--- src/rtl/key_pulse_pkg.sv ---
// Shared types and elaboration helpers for the push-button enable-pulse front end.
package key_pulse_pkg;

    typedef enum logic [2:0] {
        ST_IDLE        = 3'd0,
        ST_PRESS_DB    = 3'd1,
        ST_HELD_DELAY  = 3'd2,
        ST_HELD_REPEAT = 3'd3,
        ST_RELEASE_DB  = 3'd4
    } state_t;

    function automatic int clog2(input int value);
        int bits;
        int rem;
        bits = 0;
        rem  = value - 1;
        while (rem > 0) begin
            bits = bits + 1;
            rem  = rem >> 1;
        end
        return bits;
    endfunction

    function automatic int max_int(input int a, input int b);
        return (a > b) ? a : b;
    endfunction

endpackage

--- src/rtl/sync_2ff.sv ---
// Two-flop synchroniser for a single asynchronous level.
module sync_2ff (
    input  logic clock,
    input  logic reset,
    input  logic d,
    output logic q
);

    logic s0;

    always_ff @(posedge clock or posedge reset) begin
        if (reset) begin
            s0 <= 1'b0;
            q  <= 1'b0;
        end else begin
            s0 <= d;
            q  <= s0;
        end
    end

endmodule

--- src/rtl/key_enable_pulse.sv ---
// Debounced push-button to one-cycle enable pulse, with optional auto-repeat while held.
//
// state          | meaning
// ST_IDLE        | button released and debounced, waiting for a synced 1
// ST_PRESS_DB    | counting consecutive synced 1s before accepting the press
// ST_HELD_DELAY  | pressed; counting down the initial repeat delay
// ST_HELD_REPEAT | pressed and repeating; counting down between repeat pulses
// ST_RELEASE_DB  | counting consecutive synced 0s before accepting the release
module key_enable_pulse
    import key_pulse_pkg::*;
#(
    parameter int DEBOUNCE_CYCLES = 4,
    parameter int REPEAT_DELAY    = 8,
    parameter int REPEAT_RATE     = 3
) (
    input  logic clock,
    input  logic reset,
    input  logic button_in,
    input  logic repeat_en,
    output logic enable_out,
    output logic button_state
);

    localparam int DB_W  = clog2(DEBOUNCE_CYCLES + 1);
    localparam int TMR_W = clog2(max_int(REPEAT_DELAY, REPEAT_RATE) + 1);

    localparam logic [DB_W-1:0]  DB_ONE     = DB_W'(1);
    localparam logic [DB_W-1:0]  DB_DONE    = DB_W'(DEBOUNCE_CYCLES);
    // Timer is a down-counter: a reload of N-1 expires on the N-th edge after the load.
    localparam logic [TMR_W-1:0] DELAY_LOAD = TMR_W'(REPEAT_DELAY - 1);
    localparam logic [TMR_W-1:0] RATE_LOAD  = TMR_W'(REPEAT_RATE - 1);

    logic             synced;
    state_t           state, state_nxt;
    logic [DB_W-1:0]  db_cnt, db_nxt;
    logic [TMR_W-1:0] tmr, tmr_nxt;
    logic             enable_nxt;
    logic             held_nxt;

    sync_2ff u_sync (
        .clock (clock),
        .reset (reset),
        .d     (button_in),
        .q     (synced)
    );

    always_ff @(posedge clock or posedge reset) begin
        if (reset) begin
            state        <= ST_IDLE;
            db_cnt       <= '0;
            tmr          <= '0;
            enable_out   <= 1'b0;
            button_state <= 1'b0;
        end else begin
            state        <= state_nxt;
            db_cnt       <= db_nxt;
            tmr          <= tmr_nxt;
            enable_out   <= enable_nxt;
            button_state <= held_nxt;
        end
    end

    always_comb begin
        state_nxt  = state;
        db_nxt     = db_cnt;
        tmr_nxt    = tmr;
        enable_nxt = 1'b0;
        held_nxt   = button_state;

        case (state)
            ST_IDLE: begin
                held_nxt = 1'b0;
                db_nxt   = '0;
                if (synced) begin
                    state_nxt = ST_PRESS_DB;
                    db_nxt    = DB_ONE;
                end
            end

            ST_PRESS_DB: begin
                held_nxt = 1'b0;
                if (!synced) begin
                    state_nxt = ST_IDLE;
                    db_nxt    = '0;
                end else if (db_cnt == DB_DONE) begin
                    state_nxt  = ST_HELD_DELAY;
                    held_nxt   = 1'b1;
                    enable_nxt = 1'b1;
                    tmr_nxt    = DELAY_LOAD;
                    db_nxt     = '0;
                end else begin
                    db_nxt = db_cnt + DB_ONE;
                end
            end

            // Timer parks at zero while repeat is off, so enabling repeat fires on the next edge.
            ST_HELD_DELAY: begin
                held_nxt = 1'b1;
                if (!synced) begin
                    state_nxt = ST_RELEASE_DB;
                    db_nxt    = DB_ONE;
                end else if (repeat_en && (tmr == '0)) begin
                    state_nxt  = ST_HELD_REPEAT;
                    enable_nxt = 1'b1;
                    tmr_nxt    = RATE_LOAD;
                end else if (tmr != '0) begin
                    tmr_nxt = tmr - 1'b1;
                end
            end

            ST_HELD_REPEAT: begin
                held_nxt = 1'b1;
                if (!synced) begin
                    state_nxt = ST_RELEASE_DB;
                    db_nxt    = DB_ONE;
                end else if (!repeat_en) begin
                    state_nxt = ST_HELD_DELAY;
                    tmr_nxt   = DELAY_LOAD;
                end else if (tmr == '0) begin
                    enable_nxt = 1'b1;
                    tmr_nxt    = RATE_LOAD;
                end else begin
                    tmr_nxt = tmr - 1'b1;
                end
            end

            ST_RELEASE_DB: begin
                held_nxt = 1'b1;
                if (synced) begin
                    state_nxt = ST_HELD_DELAY;
                    tmr_nxt   = DELAY_LOAD;
                    db_nxt    = '0;
                end else if (db_cnt == DB_DONE) begin
                    state_nxt = ST_IDLE;
                    held_nxt  = 1'b0;
                    db_nxt    = '0;
                end else begin
                    db_nxt = db_cnt + DB_ONE;
                end
            end

            default: begin
                state_nxt = ST_IDLE;
                held_nxt  = 1'b0;
                db_nxt    = '0;
                tmr_nxt   = '0;
            end
        endcase
    end

endmodule

--- config.mk ---
export PLATFORM = sky130hd
export DESIGN_NAME = key_enable_pulse
export DESIGN_NICKNAME = d
export VERILOG_FILES = /design/src/rtl/key_pulse_pkg.sv /design/src/rtl/sync_2ff.sv /design/src/rtl/key_enable_pulse.sv
export SDC_FILE = /design/constraint.sdc
export NUM_CORES = 1
export LEC_CHECK = 0
export ABC_AREA = 1
export CELL_PAD_IN_SITES_DETAIL_PLACEMENT = 1
export CELL_PAD_IN_SITES_GLOBAL_PLACEMENT = 2
export CORE_UTILIZATION = 29
export CTS_CLUSTER_DIAMETER = 100
export DETAILED_ROUTE_END_ITERATION = 12
export GPL_TIMING_DRIVEN = 0
export PLACE_DENSITY = 0.76
export SETUP_SLACK_MARGIN = 0.1
export SLEW_MARGIN = 25
export SYNTH_ARGS = -nofsm -noshare
export SYNTH_HDL_FRONTEND = slang
export SYNTH_SLANG_ARGS = --single-unit
--- constraint.sdc ---
create_clock -name clock -period 1.4 [get_ports clock]
set_clock_uncertainty 0.15 [all_clocks]
set_input_delay 0.35 -clock clock [delete_from_list [all_inputs] [get_ports clock]]
set_output_delay 0.35 -clock clock [all_outputs]
set_load 0.005 [all_outputs]
# After elaboration in Yosys (flattened, before gate mapping)
# Cells that the tools add are included.
word_totals:
  register_bits: 14
  latch_bits: 0
  ram_bits: 0
  rom_bits: 0
  inputBits: 4
  output_inout_bits: 2
  wordCells: 71
  n_memories: 0
op_classes:
  n_addsub: 2
  multipliers: 0
  n_div: 0
  magnitude_cmp: 0
  eq_ne: 17
  shift: 0
  n_mux: 37
  bitwise: 1
  reduce_logical: 7
op_table:
  columns: ["operator", "count"]
  rows:
  - ["3-bit 2-to-1 mux", 13]
  - ["4-bit 2-to-1 mux", 9]
  - ["4-bit one-hot mux with 5 select lines", 1]
  - ["3-bit one-hot mux with 5 select lines", 1]
  - ["3-bit inequality test, second input constant", 4]
  - ["3-bit one-hot mux with 4 select lines", 1]
  - ["1-bit 2-to-1 mux", 10]
  - ["2-bit by 1-bit inequality test with 1-bit output, second input constant", 5]
  - ["7-bit AND reduction", 1]
  - ["3-bit by 2-bit equality test with 1-bit output, second input constant", 2]
  - ["3-bit equality test, second input constant", 2]
  - ["1-bit one-hot mux with 3 select lines", 2]
  - ["5-bit AND reduction", 1]
  - ["4-bit logical NOT", 1]
  - ["2-bit inequality test, second input constant", 2]
  - ["4-bit nonzero test", 1]
  - ["4-bit by 1-bit subtractor with 4-bit output, second input constant", 1]
  - ["3-bit by 1-bit adder with 3-bit output, second input constant", 1]
  - ["3-bit by 1-bit equality test with 1-bit output, second input constant", 1]
  - ["3-bit logical NOT", 1]
  - ["3-bit by 2-bit inequality test with 1-bit output, second input constant", 1]
  - ["2-bit OR reduction", 1]
  - ["1-bit logical AND", 1]
  - ["1-bit inverter", 1]

# Depth between registers and ports, before layout
# Gate-level depths: netlist of the first run.
logic_depth:
  ltp_word: 5
  ltp_mapped: 10
  depth_no_buf: 10

# Hierarchy
# A second synthesis of the first run with hierarchy kept.
hier_totals:
  cells_unflattened: 135
  hier_area_um2: 942.2
modules_own_cells:
  columns: ["module", "instances", "cells_per_inst", "area_per_inst_um2", "seq_area_each_um2"]
  rows:
  - ["key_enable_pulse", 1, 132, 888.4, 300.3]
  - ["sync_2ff", 1, 3, 53.8, 50.0]

# Worst setup path after synthesis of the first run
# Ideal clock, no wire load.
synth_timing:
  path_type: "reg2reg"
  from: "register db_cnt[0]"
  to: "register tmr[1]"
  setup_time_ns: 0.116
  t_arrival_ns: 1.203
  required_time_ns: 1.134
  slack_ns: -0.069
  stages_incl_launch_ff: 11
  path_buffers: 0
  period_less_slack_ns: 1.469
  path_cell_list: "dfrtp_1 inv_1 ha_1 nand2_1 inv_1 nor2_2 nor2_4 nand2_2 nor2_4 nand2_1 nand2_1"
synth_via:
  elab_chain_len: 3
synth_rtl:
  columns: ["element", "line_no", "text"]
  rows:
  - ["start: declaration", "key_enable_pulse.sv:35", "logic [DB_W-1:0] db_cnt, db_nxt;"]
  - ["start signal: assignment", "key_enable_pulse.sv:56", "db_cnt <= db_nxt;"]
  - ["3-bit equality test", "key_enable_pulse.sv:85", "end else if (db_cnt == DB_DONE) begin"]
  - ["2-bit inequality test (no line)", null, null]
  - ["7-bit AND reduction (no line)", null, null]
  - ["end signal: assignment", "key_enable_pulse.sv:57", "tmr <= tmr_nxt;"]
  - ["end: declaration", "key_enable_pulse.sv:36", "logic [TMR_W-1:0] tmr, tmr_nxt;"]
# Every way passes these cells.
# A chain may end at the register's enable or synchronous reset.

# Worst setup path in the final report of the first run
layout_timing:
  from: "register state[1]"
  to: "register tmr[1]"
layout_via:
  elab_chain_len: 3
  elab_cells_between_ends: 14
  cone_classes: "eq/ne: 10; mux: 1; bitwise: 1; reduce/logical: 2"
layout_rtl:
  columns: ["element", "line_no", "text"]
  rows:
  - ["start: declaration", "key_enable_pulse.sv:34", "state_t state, state_nxt;"]
  - ["start signal: assignment", "key_enable_pulse.sv:55", "state <= state_nxt;"]
  - ["3-bit by 2-bit equality test with 1-bit output (tied with other cells)", "key_enable_pulse.sv:70", "case (state)"]
  - ["3-bit inequality test (no line) (tied with other cells)", null, null]
  - ["7-bit AND reduction (no line)", null, null]
# Parallel ways exist; a longest one is shown, timed or not.

==> results.cfg, run 1 <==
[outcome]
outcome = complete, but fails checks
violations = setup timing

[synthesis]
synthMuxAreaShare = 0
synthTopCellsByCount = 43 x nand2_1, 18 x nand3_1, 15 x inv_1, 14 x dfrtp_1, 8 x nor2_1
async_flop_share = 1.00
synth_edf_count = 0
synth_area_um2 = 948
synth_top_cell_by_area = dfrtp_1
synth_area_leaders = dfrtp_1 37%, nand2_1 17%, nand3_1 9.5%, inv_1 5.9%, ha_1 5.3%
syn-num-nets = 140
synth_top_area_share = 0.369
yosys.area_share.simple = 0.413
synth_compound_area_frac = 0.0633
synth_warnings = 0
synthXorXnorAreaFrac = 0.0185
synth.avg_cell_area_um2 = 7.18
synth_adder_area_share = 0.0528
seq_area_frac_synth = 0.369
synth_most_common_cell = nand2_1
synth_seq_cells = 14
ys_types = 23
synthCells = 132
synthFlopType = dfrtp_1
synth_top_family_by_area = simple AND/OR/NAND/NOR gates

[layout]
regArea_um2 = 352
final_nets = 164
num_antenna_cells = 0
multi_input_area_um2 = 624
instances_no_fill = 198
area_growth_pct = 35.8
fillers = 399
drive_gt1_frac = 0.370

[placement]
place_hpwl_mm = 1.84
dp.cells = 181
gp_congestion = 0.755
place_ws_ns = -0.389
io_buffer_count = 5

[timing]
finalCritPeriodShare = 1.04
worst_slack_ns = -0.0527
hold_slack_ns = 0.211
layout_min_cycle_time_ns = 1.45
setup_tns_ns = -0.244
drv_slew = 0
hold_viol_final = 0
tightest_slew_ns = 0.544
max_freq_mhz = 688
setup_violations = 6
slew_headroom = 0.637
rsz0062_at_grt = true

[clock_tree]
cts_hold_buf = 0
cts_root_buf = clkbuf_4
clk_pin_slew_ns = 0.08
htree_num_levels = 1
cts_buffer_depth = 2
clock_latency_ns = 0.28
cts.sinks = 14
numCtsBuffers = 3
cts_tree = done

[global_route]
grt_antenna_before_repair = 0
grt_max_degree = 15
gr-total-overflow = 0
grt_usage = 0.170
grt_first_pass_wirelength_mm = 4.46
grt_pass1_vias = 966

[floorplanning]
rows = 20
die_w_um = 59.2
die-area_mm2 = 0.00350
fp.dieH_um = 59.2
start_util = 0.308
core_area_mm2 = 0.00308
io_pins = 6

[flow_run]
drv_cap = 0

[power_and_ir_drop]
combPwrFrac = 0.664
cellPowerDensity_mw_per_mm2 = 2050
pwr-share-clk = 0.086
p_sw_mw = 1.25
p_sw_frac = 0.474
seq_power_share = 0.250
ir_worst_vdd_mv = 0.718
p_leak_nw = 0.641
internal_power_mw = 1.39

[setup_path]
worstPathArrival_ns = 1.48
critical_path_class = reg -> reg
worst_setup_path_end_kind = register
startpoint_type = register
cp_max_fo = 5
cp.required_ns = 1.43

[detailed_routing]
routed_via_density = 4.67
route.detailed.drc = 0
ant_nets = 0
drt_wl_total_mm = 2.54
drt-pass1-iter-count = 4
num_vias = 924
wl_per_cell_um = 12.8
drtIter0Drc = 14

[worst_hold_path]
worstHoldPathType = reg -> reg
[per-layer routing]
metal  up-vias  wire length, um  global-route usage  part of all wire
met5         -                0                   0                 0
met1       444             1120               0.205              0.44
li1        470                -                   -                 -
met2         5             1350               0.302              0.53
met4         0               21              0.0408            0.0083
met3         5               43              0.0393             0.017
[cell type report]
class	count	share of cell area
plain buffers	2	0.0126
clock buffers	3	0.0175
inverters	18	0.0544
multi-input cells	98	0.485
flip-flops and latches	14	0.273
well taps	44	0.0428
repair buffers	19	0.115
[final timing paths]
path	from	endpoint	slack [ns]	cells after the start
min reg2reg	u_sync.s0$_DFF_PP0_	u_sync.q$_DFF_PP0_	0.21	0
max	state[1]$_DFFE_PP0P_	tmr[1]$_DFFE_PP0P_	-0.05	8
min	u_sync.s0$_DFF_PP0_	u_sync.q$_DFF_PP0_	0.21	0
max reg2reg	state[1]$_DFFE_PP0P_	tmr[1]$_DFFE_PP0P_	-0.05	8
max in group asynchronous	reset	state[1]$_DFFE_PP0P_	0.45	2
min in group asynchronous	reset	u_sync.s0$_DFF_PP0_	0.26	2
[state kept, by name, summed over array words and instances, names as in the netlist]
| name | count |
|---|---|
| tmr | 4 |
| db_cnt | 3 |
| u_sync.q | 1 |
| state | 3 |
| button_state | 1 |
| enable_out | 1 |
| u_sync.s0 | 1 |
[cells in the final DEF (no fill, tap or decap), drive strengths merged]
| cell | n |
|---|---|
| ha | 4 |
| xor2 | 1 |
| clkbuf | 4 |
| o22ai | 1 |
| nor2 | 14 |
| dfrtp | 14 |
| o21bai | 1 |
| xnor2 | 1 |
| nand3 | 18 |
| o211ai | 3 |
| inv | 18 |
| nor3 | 2 |
| o21ai | 3 |
| clkdlybuf4s50 | 2 |
| dlygate4sd2 | 1 |
| a21oi | 1 |
| buf | 17 |
| nand4 | 4 |
| nand2 | 45 |
[per-stage QoR]
stage	utilization	power (mW)	area, um^2
floorplan	-	1.71	998
global placement	0.359	2.00	1100
detailed placement	0.359	2.03	1100
CTS	0.394	2.48	1210
global route	0.418	2.88	1290
finish	0.418	2.64	1290
[worst max-delay path, cell delays in order (launching register included)]
cell	delay [ns]
dfrtp_2	0.45
inv_2	0.15
nand2_4	0.09
nor2_2	0.20
nor2_4	0.07
nand2_2	0.08
nor2_4	0.05
nand2_1	0.06
nand2_1	0.05
[power groups by stage]
stage	clock (mW)	combinational [mW]	sequential, mW
2_1_floorplan	0	1.08	0.635
3_3_place_gp	0	1.34	0.661
3_5_place_dp	0	1.37	0.664
4_1_cts	0.244	1.58	0.658
5_1_grt	0.266	1.95	0.670
6_report	0.227	1.75	0.658
[repair_timing]
item / in CTS / in global routing
gates resized for setup: 24 / 8
setup endpoints to repair: 14 / 14
setup buffers: 8 / 6
pin swaps: 7 / 3
[logic make-up (layout without fill, tap and decap cells)]
kind of cell               after synthesis  after routing
buffers and inverters                   20             42
xor gates and xnor gates                 2              2
adders and majority gates                4              4
and+or+nand+nor                         83             83
DFF                                     14             14
AOI/OAI and AO/OA                        9              9
No activity file was read; power rests on OpenSTA's default activity.
==> inputs of run 2 (changes only) <==
--- a/config.mk
+++ b/config.mk
@@ -10,6 +10,7 @@
 export CELL_PAD_IN_SITES_GLOBAL_PLACEMENT = 2
 export CORE_UTILIZATION = 29
 export CTS_CLUSTER_DIAMETER = 100
+export CTS_CLUSTER_SIZE = 12
 export DETAILED_ROUTE_END_ITERATION = 12
 export GPL_TIMING_DRIVEN = 0
 export PLACE_DENSITY = 0.76
==> results of run 2 <==
No change in the layout: final DEF, timing and power equal those of run 1.
